==> src/rtl/cpu_pkg.sv <==
// Shared CPU definitions: PC source select encodings, fetch FSM states and
// the NOP encoding that the instruction register resets to.
package cpu_pkg;

   localparam logic [1:0] PC_RST = 2'b00;
   localparam logic [1:0] PC_INC = 2'b01;
   localparam logic [1:0] PC_BR  = 2'b10;
   localparam logic [1:0] PC_DP  = 2'b11;

   typedef enum logic [1:0] {
      FS_IDLE  = 2'b00,
      FS_REQ   = 2'b01,
      FS_WAIT  = 2'b10,
      FS_READY = 2'b11
   } fetch_state_t;

   localparam logic [31:0] NOP = 32'h0000_0000;

endpackage

==> src/rtl/fetch_read_pipe.sv <==
// Read-valid shift register: tracks an outstanding RAM read for LAT cycles.
// A synchronous flush drops every read in flight so stale data is never used.
module fetch_read_pipe #(
   parameter int LAT = 1
) (
   input  logic clk,
   input  logic rst_n,
   input  logic flush_i,
   input  logic valid_i,
   output logic valid_o
);

   logic [LAT-1:0] sr_q;
   logic [LAT-1:0] sr_d;

   always_comb begin
      sr_d = (sr_q << 1) | LAT'(valid_i);
      if (flush_i) begin
         sr_d = '0;
      end
   end

   always_ff @(posedge clk or negedge rst_n) begin
      if (!rst_n) begin
         sr_q <= '0;
      end else begin
         sr_q <= sr_d;
      end
   end

   assign valid_o = sr_q[LAT-1];

endmodule

==> src/rtl/fetch_unit.sv <==
// Instruction fetch stage: program counter, RAM port-1 read issue, read
// buffer and instruction register, tolerant of 1..3 cycle read latency.
//
// state    | meaning
// ---------+------------------------------------------------------------
// FS_IDLE  | after reset, no fetch started yet; load_ir is ignored
// FS_REQ   | one cycle, ram_ren high with ram_raddr = pc
// FS_WAIT  | READ_LAT cycles, read in flight; data arrives on the last
// FS_READY | read buffer holds the word at pc
module fetch_unit
   import cpu_pkg::*;
#(
   parameter int              ADDR_W   = 11,
   parameter logic [ADDR_W-1:0] RESET_PC = '0,
   parameter int              READ_LAT = 1
) (
   input  logic              clk,
   input  logic              rst_n,
   input  logic              load_pc,
   input  logic [1:0]        sel_pc,
   input  logic [ADDR_W-1:0] branch_addr,
   input  logic [ADDR_W-1:0] dp_addr,
   input  logic              load_ir,
   input  logic [31:0]       ram_rdata,
   output logic [ADDR_W-1:0] ram_raddr,
   output logic              ram_ren,
   output logic [ADDR_W-1:0] pc,
   output logic [ADDR_W-1:0] pc_plus2,
   output logic [31:0]       instr,
   output logic              ir_valid,
   output logic              fetch_busy
);

   fetch_state_t      fs_q;
   logic [ADDR_W-1:0] pc_q;
   logic [ADDR_W-1:0] pc_d;
   logic              started_q;
   logic              ram_ren_q;
   logic [31:0]       buf_q;
   logic [31:0]       ir_q;
   logic              ir_valid_q;
   logic              ir_pending_q;
   logic              pipe_valid;
   logic              arrival;

   fetch_read_pipe #(
      .LAT (READ_LAT)
   ) u_read_pipe (
      .clk     (clk),
      .rst_n   (rst_n),
      .flush_i (load_pc),
      .valid_i (fs_q == FS_REQ),
      .valid_o (pipe_valid)
   );

   assign arrival = pipe_valid && (fs_q == FS_WAIT);

   // The very first PC+1 after reset fetches RESET_PC itself.
   always_comb begin
      pc_d = pc_q;
      case (sel_pc)
         PC_RST:  pc_d = RESET_PC;
         PC_INC:  pc_d = started_q ? (pc_q + ADDR_W'(1)) : pc_q;
         PC_BR:   pc_d = branch_addr;
         PC_DP:   pc_d = dp_addr;
         default: pc_d = pc_q;
      endcase
   end

   always_ff @(posedge clk or negedge rst_n) begin
      if (!rst_n) begin
         fs_q         <= FS_IDLE;
         pc_q         <= RESET_PC;
         started_q    <= 1'b0;
         ram_ren_q    <= 1'b0;
         buf_q        <= NOP;
         ir_q         <= NOP;
         ir_valid_q   <= 1'b0;
         ir_pending_q <= 1'b0;
      end else begin
         ram_ren_q <= load_pc;

         if (load_pc) begin
            pc_q      <= pc_d;
            started_q <= 1'b1;
            fs_q      <= FS_REQ;
         end else begin
            case (fs_q)
               FS_REQ:  fs_q <= FS_WAIT;
               FS_WAIT: if (arrival) fs_q <= FS_READY;
               default: fs_q <= fs_q;
            endcase
         end

         if (arrival && !load_pc) begin
            buf_q <= ram_rdata;
         end

         // A same-cycle load_ir still captures old data; load_pc below
         // then overrides ir_valid so the new fetch is not marked ready.
         if (load_ir && (fs_q == FS_READY)) begin
            ir_q       <= buf_q;
            ir_valid_q <= 1'b1;
         end else if (arrival && (load_ir || (ir_pending_q && !load_pc))) begin
            ir_q       <= ram_rdata;
            ir_valid_q <= 1'b1;
         end

         if (load_pc || arrival) begin
            ir_pending_q <= 1'b0;
         end else if (load_ir && ((fs_q == FS_REQ) || (fs_q == FS_WAIT))) begin
            ir_pending_q <= 1'b1;
         end

         if (load_pc) begin
            ir_valid_q <= 1'b0;
         end
      end
   end

   assign pc         = pc_q;
   assign pc_plus2   = pc_q + ADDR_W'(2);
   assign ram_raddr  = pc_q;
   assign ram_ren    = ram_ren_q;
   assign instr      = ir_q;
   assign ir_valid   = ir_valid_q;
   assign fetch_busy = (fs_q == FS_REQ) || (fs_q == FS_WAIT) || ir_pending_q;

endmodule
==> config.mk <==
export PLATFORM = sky130hd
export DESIGN_NAME = fetch_unit
export DESIGN_NICKNAME = d
export VERILOG_FILES = /design/src/rtl/cpu_pkg.sv /design/src/rtl/fetch_read_pipe.sv /design/src/rtl/fetch_unit.sv
export SDC_FILE = /design/constraint.sdc
export NUM_CORES = 1
export LEC_CHECK = 0
export CORE_MARGIN = 8
export CORE_UTILIZATION = 45
export DETAILED_ROUTE_END_ITERATION = 10
export PLACE_DENSITY_LB_ADDON = 0.1
export SLEW_MARGIN = 10
export SYNTH_ARGS = -nofsm -noshare
export SYNTH_HDL_FRONTEND = slang
export SYNTH_SLANG_ARGS = --single-unit
export TNS_END_PERCENT = 5
==> constraint.sdc <==
create_clock -name clk -period 1.75 [get_ports clk]
set_input_delay 0.4375 -clock clk [delete_from_list [all_inputs] [get_ports clk]]
set_output_delay 0.4375 -clock clk [all_outputs]
set_load 0.02 [all_outputs]
# --- After elaboration in Yosys (flattened, before gate mapping) ---
# Cells that the tools add are included.
# Widths: inputs -> output; s select.
op_classes:
  muxes: 13
  eq_ne: 8
  n_reduce_logical: 18
  n_addsub: 2
ops:
  columns: ["operator", "n"]
  rows:
  - ["$mux 32", 2]
  - ["$pmux 11 s4", 1]
  - ["$add 11x1->11 const B", 1]
  - ["$add 11x2->11 const B", 1]
  - ["$mux 11", 1]
  - ["$eq 2x2->1 const B", 4]
  - ["$logic_and 1x1->1", 6]
  - ["$mux 1", 6]
  - ["$reduce_bool 3->1", 2]
  - ["$eq 2x1->1 const B", 2]
  - ["$logic_or 1x1->1", 4]
  - ["$mux 2", 2]
  - ["$pmux 2 s2", 1]
  - ["$reduce_and 2->1", 2]
  - ["$reduce_bool 2->1", 2]
  - ["$ne 3x3->1 const B", 1]
  - ["$logic_not 2->1", 1]
  - ["$ne 2x2->1 const B", 1]
  - ["$logic_not 1->1", 1]
totals:
  input_bits: 60
  register_bits: 82
  word_cells: 50

# --- Longest topological paths before layout ---
# Gate-level depths: netlist (run 1).
logic_depth:
  depth_word: 7
  mapped_depth: 8
  mapped_depth_nobuf: 6

# --- Hierarchy ---
# From an unflattened synthesis (run 1), not the netlist that was laid out.
hier_totals:
  hier_cells: 356
  area_unflattened_um2: 3987.6
by_module_without_submodules:
  columns: ["module", "cells_each", "area_per_inst_um2", "n_inst"]
  rows:
  - ["fetch_unit", 354, 3948.8, 1]
  - ["fetch_read_pipe", 2, 38.8, 1]

# --- Worst setup path after synthesis (run 1) ---
# Ideal clock, no wire load.
synth_path:
  path_type: "register to output"
  startpoint: "register pc_q[2], in the netlist pc[2]"
  endpoint: "output port pc_plus2[9]"
  path_stages_with_launch: 6
  required_ns: 1.312
  path_slack_ns: -0.308
  path_buffers: 0
  arrival_time_ns: 1.620
  cell_sequence: "dfrtp_1 -> ha_1 -> nand3_1 -> nor2_1 -> and3_1 -> xor2_1"
synth_between:
  elab_chain_len: 1
synth_rtl:
  columns: ["element", "line_no", "rtl"]
  rows:
  - ["start: declaration", "fetch_unit.sv:35", "logic [ADDR_W-1:0] pc_q;"]
  - ["start signal: assignment", "fetch_unit.sv:84", "pc_q <= pc_d;"]
  - ["$add 11x2->11", "fetch_unit.sv:122", "assign pc_plus2 = pc_q + ADDR_W'(2);"]
  - ["end: declaration", "fetch_unit.sv:28", "output logic [ADDR_W-1:0] pc_plus2,"]
# Every way passes these cells.

# --- Final worst setup path (run 1) ---
layout_path:
  startpoint: "register pc_q[1], in the netlist pc[1]"
  endpoint: "output port pc_plus2[9]"
# Same word-level chain as after synthesis.

==> flow_metrics.tcl, run 1 <==
set metrics [dict create \
    areaGrowthSynthToFinish_pct 45.71 \
    wl_per_cell_um 16.40 \
    hold_violations 0 \
    pwr-share-seq 0.435 \
    p_int_uw 4435 \
    grt_antenna_before_repair 0 \
    hold_end "instr[19]$_DFFE_PN0P_" \
    postLayoutSetupSlackWorst_ps -245.4 \
    ys_seq_elements 82 \
    synth_edf_count 0 \
    htree_levels 3 \
    grt_max_degree 38 \
    p_leak_uw 0.002980 \
    finalSetupTns_ps -1410 \
    startpoint_type "flip-flop" \
    combPwrFrac 0.383 \
    whs_ps 475.2 \
    numCtsBuffers 9 \
    period_share 1.140 \
    die-area_um2 12270 \
    regToRegSetupSlack_ps 80 \
    netlist.area_leader.share 0.5079 \
    antenna_cells 0 \
    vdd_drop_max_mv 0.5977 \
    worstPathRequired_ps 1310 \
    initial_utilization 0.4633 \
    cpMaxStageDelayCell "dfrtp_2" \
    max_cap_viol_count 0 \
    crit_path_end_kind "output pin" \
    cp_data_arrival_time_ps 1560 \
    pwr-share-clk 0.182 \
    antenna_left 0 \
    first_pass_iters 4 \
    grt_pass1_vias 3405 \
    ys_seq_area_frac 0.5079 \
    fmax_ghz 0.5012 \
    power.net_switching_uw 2487 \
    cts_buffer_depth 2 \
    critPathTopFamily "flip-flops" \
    synthFlopType "dfrtp_1" \
    io-pin-count 128 \
    reg2reg_from "pc[1]$_DFFE_PN0P_" \
    vias_per_cell 5.086 \
    wl_mm 10.34 \
    tightest_slew_ps 324.5 \
    cts.clk_slew.worst_paths_ps 90 \
    violations "negative setup slack" \
    r2r_end "pc[8]$_DFFE_PN0P_" \
    synth_cell_types 46 \
    coreArea_um2 8721 \
    drive_gt1_frac 0.2931 \
    insertion_delay_ps 350 \
    grt_usage 0.1693 \
    rsz0062_at_grt "true" \
    hp-class "reg2reg" \
    cp_num_buf_inv 1 \
    cts.sinks 82 \
    drc_errors 0 \
    avgSynthCellArea_um2 11.16 \
    layout_common_cells "dfrtp_1, clkdlybuf4s50_1, buf_4" \
    die_w_um 110.8 \
    crit_cells 6 \
    period_needed_ps 1995 \
    grt_pass1_wl_mm 17.31 \
    dpl.hpwl_mm 7.893 \
    critPathKind "reg2out" \
    fin_total_pwr_uw 6922 \
    powerDensity_nw_per_um2 1176 \
    p_sw_frac 0.3593 \
    crit_chain "ha_4, nand3_4, nor2_4, and3_4, xor2_4, buf_6" \
    hold_depth 2 \
    async_flop_share 1.000 \
    gp_congestion 0.8039 \
    fp.dieH_um 110.8 \
    tritoncts "built" \
    ys_warn_count 0 \
    synth_cells 362 \
    final_common_cell "dfrtp_1" \
    vias 3204 \
    r2r.worst_path.cells 7 \
    design.final.nets 583 \
    setup_violations 8 \
    slew_violations 0 \
    syn_area_um2 4040 \
    skew_ps 7.797 \
    instances_no_fill 630 \
    worstHoldStart "instr[19]$_DFFE_PN0P_" \
    status "complete, but fails checks" \
    yosysTopAreaCell "dfrtp_1" \
    syn-num-nets 427 \
    slew_headroom 0.7809 \
    crit_fanout 3 \
    cp_slowest_stage_delay_ps 400 \
    overflow 0 \
    clockRootBuffer "clkbuf_8" \
    io_buffers 127 \
    place_inst 613 \
    yosys-top-cells-area "dfrtp_1, mux2_2, mux2i_1" \
    drt_iter0_markers 93 \
    fp-row-count 34 \
]
-- power by group through the flow --
stage	Combinational, uW	Sequential, uW	Clock, uW
2_1_floorplan	1050	3490	0
3_3_place_gp	2920	3020	0
3_5_place_dp	2990	3070	0
4_1_cts	2680	3010	1290
5_1_grt	2880	3110	1380
6_report	2650	3010	1260
-- cell families (layout without fill, tap and decap cells) --
group | after synthesis | in the layout | synth area share
AOI/OAI and AO/OA | 66 | 66 | 0.09725
xor gates and xnor gates | 10 | 10 | 0.02168
adders and majority gates | 5 | 5 | 0.01548
buffers and inverters | 39 | 199 | 0.06225
DFF | 82 | 82 | 0.5079
muxes | 76 | 76 | 0.2004
and+or+nand+nor | 84 | 84 | 0.09508
-- metrics by stage --
stage | worst slack [ps] | area (um2) | utilization
3_3_place_gp | -381.9 | 5757 | 0.6601
6_report | -245.4 | 5887 | 0.6750
5_1_grt | -331.3 | 5887 | 0.6750
2_1_floorplan | -2.978 | 4113 | -
3_5_place_dp | -415.4 | 5757 | 0.6601
4_1_cts | -271.5 | 5854 | 0.6713
-- how the worst max path moves through the flow --
stage | startpoint | end | slack (ps)
final | pc[1]$_DFFE_PN0P_ | pc_plus2[9] | -250
after CTS | pc[1]$_DFFE_PN0P_ | pc_plus2[9] | -270
after floorplan | pc[2]$_DFFE_PN0P_ | pc_plus2[9] | -3
after global routing | pc[1]$_DFFE_PN0P_ | pc_plus2[9] | -330
after global placement | pc[2]$_DFFE_PN0P_ | pc_plus2[9] | -380
after detailed placement | pc[2]$_DFFE_PN0P_ | pc_plus2[9] | -420
-- cells in the mapped netlist, drive strengths merged, types with 4 or more instances --
cell type and instances:
buf 29, a21oi 7, inv 6, o21ai 42
nand2 45, clkbuf 4, mux2i 37, mux2 39
dfrtp 82, xor2 7, nand3 7, nor3 4
nor2 14, a22oi 4, ha 5
-- cell type report --
type | instances | area, um2
fill | 708 | 2834
sequential | 82 | 2057
multi-input combinational | 241 | 1874
timing repair buffer | 178 | 1620
clock buffer | 10 | 137.6
tap | 108 | 135.1
clock inverter | 5 | 40.04
inverter | 6 | 22.52
-- worst reg2reg max path, cell delays in order, from the launching register on --
cell and delay [ps]:
dfrtp_2 400, buf_4 110, buf_4 120, ha_2 180, nand3_2 120, o311a_1 330
a221oi_2 190, o21ai_1 90
-- state kept, by name (all words and copies together) (netlist names) --
name / cells
u_read_pipe.valid_o: 1
ir_pending_q: 1
buf_q: 32
fs_q: 2
instr: 32
started_q: 1
pc: 11
ram_ren: 1
ir_valid: 1
-- repair_timing --
item                                   in CTS  in global routing
hold buffers                                1                  0
setup endpoints to repair                  67                 25
resized for setup                         124                 27
buffers inserted                            0                  1
pin swaps                                   6                  3
endpoints found under the hold margin      16                  0
-- layer usage --
layer  vias up  global-route usage  routed length, um
met2        74              0.2842               5144
li1       1575                   -                  -
met3        10             0.05087                545
met1      1545              0.2068               4573
met5         -                   0                  0
met4         0             0.04144                 72
Note: power is estimated with default switching activity, not from simulation.
==> run 2, diff against run 1 <==
Settings changed: CORE_UTILIZATION 45 to 43.
==> flow_metrics.tcl, run 2 (synthesized netlist as in run 1, its figures left out) <==
set metrics [dict create \
    status "complete, but fails checks" \
    overflow 0 \
    antenna_left 0 \
    cp_slowest_stage_delay_ps 400 \
    crit_path_end_kind "output pin" \
    p_leak_uw 0.002958 \
    die_w_um 112.9 \
    r2r.worst_path.cells 6 \
    clockRootBuffer "clkbuf_8" \
    cts_hold_buf 0 \
    violations "negative setup slack" \
    grt_max_degree 83 \
    coreArea_um2 9196 \
    r2r_end "pc[6]$_DFFE_PN0P_" \
    power.net_switching_uw 2457 \
    dpl.hpwl_mm 7.461 \
    period_needed_ps 2022 \
    crit_chain "ha_4, nand3_4, nor2_4, and3_4, xor2_4, buf_6" \
    top_layer "met4" \
    reg2reg_from "pc[1]$_DFFE_PN0P_" \
    cpMaxStageDelayCell "dfrtp_2" \
    place_inst 614 \
    instances_no_fill 631 \
    wl_met3_um 533 \
    regToRegSetupSlack_ps 70 \
    setup_violations 8 \
    wl_mm 9.987 \
    die-area_um2 12750 \
    fin_total_pwr_uw 7024 \
    drc_errors 0 \
    fp.dieH_um 112.9 \
    insertion_delay_ps 350 \
    grt_pass1_wl_mm 16.49 \
    vdd_drop_max_mv 0.6826 \
    io_buffers 127 \
    cts.sinks 82 \
    critPathLaunch "pc[1]$_DFFE_PN0P_" \
    worstPathRequired_ps 1310 \
    tritoncts "built" \
    grt_antenna_before_repair 0 \
    critPathTopFamily "flip-flops" \
    initial_utilization 0.4393 \
    startpoint_type "flip-flop" \
    numCtsBuffers 9 \
    pwr-share-clk 0.200 \
    p_sw_frac 0.3498 \
    grt_pass1_vias 3236 \
    period_share 1.156 \
    critPathKind "reg2out" \
    drt_iter0_markers 156 \
    combPwrFrac 0.372 \
    met2WireLength_mm 4.835 \
    placedInstanceArea_um2 5720 \
    pwr-share-seq 0.428 \
    slew_headroom 0.7138 \
    rsz0062_at_grt "true" \
    powerDensity_nw_per_um2 1201 \
    design.final.nets 580 \
    fp-row-count 35 \
    crit_fanout 3 \
    gp_congestion 0.7984 \
    final_common_cell "dfrtp_1" \
    first_pass_iters 4 \
    vias 3157 \
    stdcell_area_um2 5848 \
    max_cap_viol_count 0 \
    cts.clk_slew.worst_paths_ps 90 \
    postLayoutSetupSlackWorst_ps -272.5 \
    htree_levels 3 \
    p_int_uw 4567 \
    hold_violations 0 \
    vias_per_cell 5.003 \
    tightest_slew_ps 429.4 \
    io-pin-count 128 \
    grt_usage 0.1595 \
    wl_per_cell_um 15.83 \
    met1_length_mm 4.519 \
    layout_common_cells "dfrtp_1, clkdlybuf4s50_1, buf_4" \
    skew_ps 10.69 \
    cp_data_arrival_time_ps 1580 \
    cts_buffer_depth 2 \
    antenna_cells 0 \
    fmax_ghz 0.4944 \
    areaGrowthSynthToFinish_pct 44.75 \
    drive_gt1_frac 0.2923 \
    cp_num_buf_inv 1 \
    slew_violations 0 \
    hp-class "in2async" \
]
-- run 2: cell types whose count changed in the layout (fill, tap and decap cells not counted), moves of 2 or more --
cell / change
buf_12: -2
dfrtp_1: -2
dfrtp_2: +2
ha_1: +2
nor2_2: +2
nor2_4: -2
-- run 2: metal layers --
| metal | vias to the layer above | GRT usage |
|---|---|---|
| met5 | - | 0 |
| met4 | 0 | 0.05151 |
| met3 | 7 | 0.04207 |
| met2 | 87 | 0.2574 |
| met1 | 1511 | 0.2041 |
| li1 | 1552 | - |
-- run 2: power by group through the flow --
stage	combinational, uW	sequential, uW	clock (uW)
after floorplan	1050	3490	0
after global placement	2910	3030	0
after detailed placement	2970	3070	0
after CTS	2660	3010	1440
after global routing	2850	3100	1530
final	2620	3010	1400
-- run 2: cell type report --
cell class | count | area, um2
clock inverter | 5 | 61.31
sequential | 82 | 2059
fill | 786 | 3348
timing repair buffer | 175 | 1573
tap | 111 | 138.9
multi-input combinational | 241 | 1852
inverter | 6 | 22.52
clock buffer | 11 | 141.4
-- run 2: how the worst max path moves through the flow --
| stage | end | slack, ps | depth (start not counted) |
|---|---|---|---|
| 2_1_floorplan | pc_plus2[9] | -3 | 5 |
| 3_3_place_gp | pc_plus2[9] | -370 | 6 |
| 6_report | pc_plus2[9] | -270 | 6 |
| 5_1_grt | pc_plus2[9] | -350 | 6 |
| 3_5_place_dp | pc_plus2[9] | -390 | 6 |
| 4_1_cts | pc_plus2[9] | -280 | 6 |
-- run 2: what timing repair did --
action | in CTS | in global routing
pin swaps | 5 | 1
endpoints found under the hold margin | 0 | 0
buffers inserted | 1 | 0
gates resized for setup | 130 | 23
endpoints found under the setup margin | 68 | 23
-- run 2: per-stage QoR --
step           utilization  setup slack, ps  setup TNS, ps  hold slack, ps
2_1_floorplan            -           -2.978         -2.978           141.9
3_3_place_gp        0.6220           -374.8          -9384           460.2
3_5_place_dp        0.6220           -391.9         -10910           469.3
4_1_cts             0.6352           -280.3          -1582           110.6
5_1_grt             0.6359           -345.5          -2066           118.3
6_report            0.6359           -272.5          -1445           100.4
